## src/rtl/uart_char_source.sv

```systemverilog
// 8N1 UART receiver that emits each correctly framed byte as a one-clock write strobe
// plus registered character code, for driving a character feeder.
module uart_char_source #(
  parameter int unsigned CLK_FREQ = 100000000,
  parameter int unsigned BAUD     = 9600
) (
  input  logic       clk,
  input  logic       reset,
  input  logic       rx,
  output logic [7:0] character_id_out,
  output logic       we,
  output logic       frame_err,
  output logic       busy
);

  localparam int unsigned DivRaw = CLK_FREQ / (BAUD * 16);
  localparam int unsigned Div    = (DivRaw == 0) ? 1 : DivRaw;
  localparam int unsigned CntW   = (Div > 1) ? $clog2(Div) : 1;
  localparam logic [CntW-1:0] CntLast = CntW'(Div - 1);

  typedef enum logic [2:0] {
    StIdle,
    StStart,
    StData,
    StStop,
    StWaitHigh
  } state_e;

  state_e          state_q, state_d;
  logic            rx_meta, rx_sync;
  logic [CntW-1:0] cnt_q, cnt_d;
  logic            tick;
  logic            cnt_restart;
  logic [3:0]      sample_q, sample_d;
  logic [2:0]      bit_idx_q, bit_idx_d;
  logic [7:0]      shift_q, shift_d;
  logic [7:0]      char_q, char_d;
  logic            we_q, we_d;
  logic            ferr_q, ferr_d;

  assign tick = (cnt_q == CntLast);

  always_comb begin
    cnt_d = (cnt_restart || tick) ? '0 : cnt_q + CntW'(1);
  end

  always_comb begin
    state_d     = state_q;
    sample_d    = sample_q;
    bit_idx_d   = bit_idx_q;
    shift_d     = shift_q;
    char_d      = char_q;
    we_d        = 1'b0;
    ferr_d      = 1'b0;
    cnt_restart = 1'b0;
    unique case (state_q)
      StIdle: begin
        if (!rx_sync) begin
          // Realign the oversample phase to the start edge.
          state_d     = StStart;
          sample_d    = 4'd0;
          bit_idx_d   = 3'd0;
          cnt_restart = 1'b1;
        end
      end
      StStart: begin
        if (tick) begin
          if (sample_q == 4'd7) begin
            sample_d = 4'd0;
            state_d  = rx_sync ? StIdle : StData;
          end else begin
            sample_d = sample_q + 4'd1;
          end
        end
      end
      StData: begin
        if (tick) begin
          sample_d = sample_q + 4'd1;
          if (sample_q == 4'd15) begin
            shift_d[bit_idx_q] = rx_sync;
            if (bit_idx_q == 3'd7) begin
              state_d = StStop;
            end else begin
              bit_idx_d = bit_idx_q + 3'd1;
            end
          end
        end
      end
      StStop: begin
        if (tick) begin
          sample_d = sample_q + 4'd1;
          if (sample_q == 4'd15) begin
            // Leaving mid-stop-bit lets a back-to-back start edge be caught.
            if (rx_sync) begin
              char_d  = shift_q;
              we_d    = 1'b1;
              state_d = StIdle;
            end else begin
              ferr_d  = 1'b1;
              state_d = StWaitHigh;
            end
          end
        end
      end
      StWaitHigh: begin
        if (tick && rx_sync) begin
          state_d = StIdle;
        end
      end
      default: state_d = StIdle;
    endcase
  end

  always_ff @(posedge clk) begin
    if (reset) begin
      rx_meta   <= 1'b1;
      rx_sync   <= 1'b1;
      state_q   <= StIdle;
      cnt_q     <= '0;
      sample_q  <= 4'd0;
      bit_idx_q <= 3'd0;
      shift_q   <= 8'h00;
      char_q    <= 8'h00;
      we_q      <= 1'b0;
      ferr_q    <= 1'b0;
    end else begin
      rx_meta   <= rx;
      rx_sync   <= rx_meta;
      state_q   <= state_d;
      cnt_q     <= cnt_d;
      sample_q  <= sample_d;
      bit_idx_q <= bit_idx_d;
      shift_q   <= shift_d;
      char_q    <= char_d;
      we_q      <= we_d;
      ferr_q    <= ferr_d;
    end
  end

  assign character_id_out = char_q;
  assign we               = we_q;
  assign frame_err        = ferr_q;
  assign busy             = (state_q != StIdle);

endmodule

```

## config.mk

```make
export PLATFORM = sky130hd
export DESIGN_NAME = uart_char_source
export DESIGN_NICKNAME = d
export VERILOG_FILES = /design/src/rtl/uart_char_source.sv
export SDC_FILE = /design/constraint.sdc
export NUM_CORES = 1
export LEC_CHECK = 0
export ABC_AREA = 1
export CELL_PAD_IN_SITES_DETAIL_PLACEMENT = 2
export CELL_PAD_IN_SITES_GLOBAL_PLACEMENT = 2
export CORE_ASPECT_RATIO = 1.2
export CORE_MARGIN = 2
export CORE_UTILIZATION = 35
export CTS_BUF_LIST = sky130_fd_sc_hd__clkbuf_4 sky130_fd_sc_hd__clkbuf_8
export CTS_CLUSTER_SIZE = 28
export DETAILED_ROUTE_END_ITERATION = 7
export PLACE_DENSITY = 0.91
export SKIP_CTS_REPAIR_TIMING = 1
export SLEW_MARGIN = 20
export SYNTH_ARGS = -nofsm -noshare
export SYNTH_HDL_FRONTEND = slang
export SYNTH_SLANG_ARGS = --single-unit
export TNS_END_PERCENT = 30
```

## constraint.sdc

```tcl
create_clock -name clk -period 1.8 [get_ports clk]
set_clock_uncertainty 0.1 [all_clocks]
set_input_delay 0.54 -clock clk [delete_from_list [all_inputs] [get_ports clk]]
set_output_delay 0.54 -clock clk [all_outputs]
set_load 0.02 [all_outputs]
```

== Word-level counts from Yosys, hierarchy flattened ==
Index checks and enable logic that the tools add are counted.
Word-level totals
  RAM bits: 0
  bits of input ports: 3
  register bits: 40
  memory bits (read-only): 0
  output and inout bits: 11
  memories: 0
  logic and storage cells: 80
  latch bits: 0
Cells by class
  multiplexer cells: 28
  shifts and indexed selects: 0
  multiply operators: 0
  div/mod/pow operators: 0
  equality and inequality tests: 19
  add/sub/neg operators: 3
  bitwise operators: 3
  order comparisons: 2
  reduce and logical (&&, ||, !) cells: 15
Operator list (number)
  3-bit 2-to-1 mux: 14
  2-bit inequality test (second input constant): 10
  4-bit 2-to-1 mux: 4
  3-bit case mux with 5 select lines: 1
  4-bit case mux with 3 select lines: 1
  10-bit by 1-bit adder with 10-bit output (second input constant): 1
  10-bit equality test (second input constant): 1
  9-bit AND reduction: 1
  8-bit bitwise mux: 1
  4-bit AND reduction: 2
  3-bit by 2-bit equality test with 1-bit output (second input constant): 2
  3-bit equality test (second input constant): 2
  3-bit case mux with 2 select lines: 1
  3-bit nonzero test: 2
  5-bit AND reduction: 1
  4-bit by 1-bit adder with 4-bit output (second input constant): 1
  4-bit by 3-bit equality test with 1-bit output (second input constant): 1
  4-bit equality test (second input constant): 1
  3-bit by 4-bit less-than comparator with 1-bit output (second input constant): 1
  1-bit 2-to-1 mux: 4
  2-bit OR reduction: 2
  4-bit OR reduction: 1
  3-bit by 1-bit adder with 3-bit output (second input constant): 1
  1-bit demux with 3-bit select: 1
  other kinds (10): 13

== Longest topological paths before layout ==
  depth after elaboration: 5
  depth in mapped cells: 10
  gate-level depth less buffers: 10

== Worst setup path before layout ==
Ideal clock, no wire load.
  kind: reg2reg
  start: register cnt_q[0]
  end: register shift_q[6]
  arrival time: 1.267 ns
  slack: 0.316 ns
  cell stages (with the launch flop): 10
  period minus slack after synthesis: 1.484 ns
  library setup time: 0.117 ns
  cell sequence: dfxtp_1 inv_1 ha_1 nand2_1 nor2_4 nand3_2 nor2_4 nand3_1 o21ai_0 nor2_1
On the way
  cells in the longest elaborated chain, start to end: 2
RTL lines
  start: declaration: RTL line 31  | logic [CntW-1:0] cnt_q, cnt_d;
  start signal: assignment: RTL line 130  | cnt_q <= cnt_d;
  10-bit equality test: RTL line 41  | assign tick = (cnt_q == CntLast);
  3-bit AND reduction (no line)
  end signal: assignment: RTL line 133  | shift_q <= shift_d;
  end: declaration: RTL line 36  | logic [7:0] shift_q, shift_d;
No other way between the ends.
A chain may end at the register's enable or synchronous reset.

== Final worst setup path ==
  start: register state_q[0]
  end: output busy
On the way
  cells in the longest elaborated chain, start to end: 1
RTL lines
  start: declaration: RTL line 29  | state_e state_q, state_d;
  start signal: assignment: RTL line 118  | state_q <= StIdle;
  start signal: assignment: RTL line 129  | state_q <= state_d;
  3-bit nonzero test: RTL line 143  | assign busy = (state_q != StIdle);
  end: declaration: RTL line 13  | output logic busy
No other way between the ends.

==> flow_metrics.env <==
export IMPL_status="complete, but fails checks"
export IMPL_violations="setup timing"
export IMPL_synth_top_family_by_area="simple AND/OR/NAND/NOR gates"
export IMPL_cp_max_fo=2
export IMPL_final_cell_mix="nor2_1 (49), nand2_1 (45), dfxtp_1 (39)"
export IMPL_use_met1_pct=22.7
export IMPL_port_buffers=13
export IMPL_diodes=0
export IMPL_numClockSinks=40
export IMPL_synth_compound_area_share_pct=9.37
export IMPL_gp_congestion=0.854
export IMPL_reg2reg_from="cnt_q[0]"
export IMPL_synth_ff_type="dfxtp_1"
export IMPL_finalCriticalPeriod_ns=1.85
export IMPL_use_met2_pct=37.4
export IMPL_r2r_setup_slack_ns=0.04
export IMPL_via_per_inst=5.24
export IMPL_layout_drive_gt1_share_pct=21.9
export IMPL_firstDrtPassIters=4
export IMPL_cts_max_level=2
export IMPL_yosys_area_share_simple_pct=40.4
export IMPL_worstPathRequired_ns=1.16
export IMPL_start_util_pct=35.6
export IMPL_yosysSeqAreaShare_pct=40.2
export IMPL_p_total_mw=2.60
export IMPL_p_clk_share_pct=22.8
export IMPL_grt_max_degree=25
export IMPL_instances_no_fill=365
export IMPL_rsz0062_at_grt="true"
export IMPL_core_mm2=0.00559
export IMPL_synth_area_mm2=0.00199
export IMPL_vias=1913
export IMPL_path_class="reg2out"
export IMPL_synth_cells=271
export IMPL_hold_viol=0
export IMPL_switching_power_mw=1.04
export IMPL_power_leakage_nw=1.17
export IMPL_area_growth_pct=23.0
export IMPL_cts_tree="done"
export IMPL_wl_per_cell_um=16.6
export IMPL_relSlewSlack_pct=73.1
export IMPL_grt_pass1_vias=2079
export IMPL_core_rowCount=30
export IMPL_timing_fmax_mhz=542
export IMPL_top_usage_layer="met2"
export IMPL_grt_ovfl_total=0
export IMPL_fin_ws_ns=-0.0457
export IMPL_critPathArrivalTime_ns=1.21
export IMPL_tightest_slew_ns=0.399
export IMPL_slew_violations=0
export IMPL_irDropWorstVdd_v=0.000497
export IMPL_synth_mux_area_share_pct=0
export IMPL_wl_um=6070
export IMPL_placed_cells=355
export IMPL_die_area_mm2=0.00631
export IMPL_dpl_hpwl_um=4350
export IMPL_p_int_mw=1.56
export IMPL_synth_xor_area_share_pct=0.880
export IMPL_synth_edf_count=0
export IMPL_p_seq_share_pct=39.2
export IMPL_setup_viol=1
export IMPL_cap_violations=0
export IMPL_drt_iter0_markers=36
export IMPL_syn_avg_cell_area_um2=7.35
export IMPL_cts_buffers_inserted=5
export IMPL_cts_root_buf="clkbuf_8"
export IMPL_finalCritPeriodShare_pct=103
export IMPL_layout_commonest_cell="nor2_1"
export IMPL_use_met3_pct=4.19
export IMPL_rr_worst_depth=8
export IMPL_yosysWarnings=0
export IMPL_grt_usage_pct=20.3
export IMPL_cts_buffer_depth=2
export IMPL_ant_nets=0
export IMPL_ys_async_sr_fraction_pct=0
export IMPL_switching_share_pct=40.0
export IMPL_crit_path_start_kind="flip-flop"
export IMPL_ys_types=29
export IMPL_reg2reg_to="character_id_out[1]"
export IMPL_die_y_um=86.6
export IMPL_ys_ff_latch=40
export IMPL_synth_fa_ha_area_share_pct=3.14
export IMPL_insertion_delay_ns=0.30
export IMPL_fin_nets=309
export IMPL_min_to="rx_sync"
export IMPL_comb_power_share_pct=38.1
export IMPL_antenna_found_initial=0
export IMPL_io_pin_count=14
export IMPL_whs_path_depth=1
export IMPL_holdCritPathClass="reg2reg"
export IMPL_power_density_mw_per_mm2=1060
export IMPL_die_w_um=72.8
export IMPL_grt_pass1_wl_um=9890
export IMPL_cp_end_kind="output pin"
export IMPL_synth_nets=279
export IMPL_path_clk_slew_ns=0.08
export IMPL_hp_start="rx_meta"
export IMPL_drc_errors=0
[worst max-delay path by stage]
stage	from	end	slack (ns)	depth (start not counted)
after floorplan	cnt_q[0]	shift_q[6]	0.32	9
after global placement	state_q[0]	busy	0.02	5
after detailed placement	state_q[0]	busy	-0.07	5
after CTS	state_q[0]	busy	-0.41	5
after global routing	state_q[0]	busy	-0.1	5
final	state_q[0]	busy	-0.05	5
[metrics by stage]
stage / hold WS [ns] / TNS, ns / setup WS [ns] / instance area [um2] / util [%]
2_1_floorplan: 0.289 / 0 / 0.316 / 1990 / -
3_3_place_gp: 0.292 / 0 / 0.0182 / 2270 / 40.7
3_5_place_dp: 0.340 / -0.0652 / -0.0652 / 2270 / 40.7
4_1_cts: 0.359 / -1.31 / -0.408 / 2360 / 42.1
5_1_grt: 0.375 / -0.659 / -0.0960 / 2450 / 43.8
6_report: 0.346 / -0.0457 / -0.0457 / 2450 / 43.8
[routing by layer]
layer	share of wire, %	wire length [um]
met1	41	2490
met5	0	0
met3	1.9	117
met2	56	3370
met4	1.4	88
[critical path, stage by stage (launching register included)]
cell and delay (ns):
dfxtp_1 0.32, nor2_2 0.15, inv_2 0.07, nor2_4 0.11, inv_2 0.05, dlymetal6s2s_1 0.20
[power by group through the flow]
| stage | registers, mW | logic, mW | clock network (mW) |
|---|---|---|---|
| floorplan | 1.03 | 0.584 | 0 |
| detailed placement | 1.03 | 0.927 | 0 |
| global placement | 1.02 | 0.866 | 0 |
| CTS | 1.01 | 0.953 | 0.612 |
| global route | 1.03 | 1.10 | 0.658 |
| finish | 1.02 | 0.990 | 0.592 |
[final cells by class]
cell class	count	area (um2)
clock buffers	5	68.8
clock inverters	2	12.5
fillers	659	3140
inverters	28	105
multi-input cells	200	1110
flip-flops and latches	40	805
well taps	64	80.1
repair buffers	26	272
[state kept, by name (all words and copies together), names as in the netlist, 3 cells and up]
register          flops
character_id_out      8
cnt_q                10
shift_q               8
sample_q              4
bit_idx_q             3
state_q               3
[logic make-up after synthesis]
logic type / Yosys count
adder cells (fa/ha/maj): 5
XOR/XNOR: 2
AO/OA/AOI/OAI: 34
AND/OR/NAND/NOR: 159
flip-flops: 40
buffers and inverters: 31
[Yosys cell counts, types with 2 or more instances]
| cell | number | share of area (%) |
|---|---|---|
| o21ai_1 | 9 | 2.3 |
| nand2_2 | 7 | 2.2 |
| nand2_1 | 47 | 8.9 |
| ha_1 | 5 | 3.1 |
| nor2_4 | 7 | 4.0 |
| nor2_1 | 51 | 9.6 |
| nor4_1 | 2 | 0.63 |
| a31oi_1 | 4 | 1.3 |
| buf_2 | 2 | 0.50 |
| nor2_2 | 7 | 2.2 |
| nand4_1 | 4 | 1.3 |
| a21oi_1 | 12 | 3.0 |
| nor3b_1 | 3 | 1.1 |
| or2_2 | 2 | 0.63 |
| dfxtp_1 | 40 | 40 |
| inv_2 | 9 | 1.7 |
| nand3b_1 | 2 | 0.75 |
| nor3_1 | 5 | 1.3 |
| nand3_1 | 17 | 4.3 |
| nand3_4 | 3 | 2.6 |
| o21ai_0 | 6 | 1.5 |
| nand3_2 | 2 | 1.0 |
| inv_1 | 19 | 3.6 |
Power figures use the tool's default switching activity.
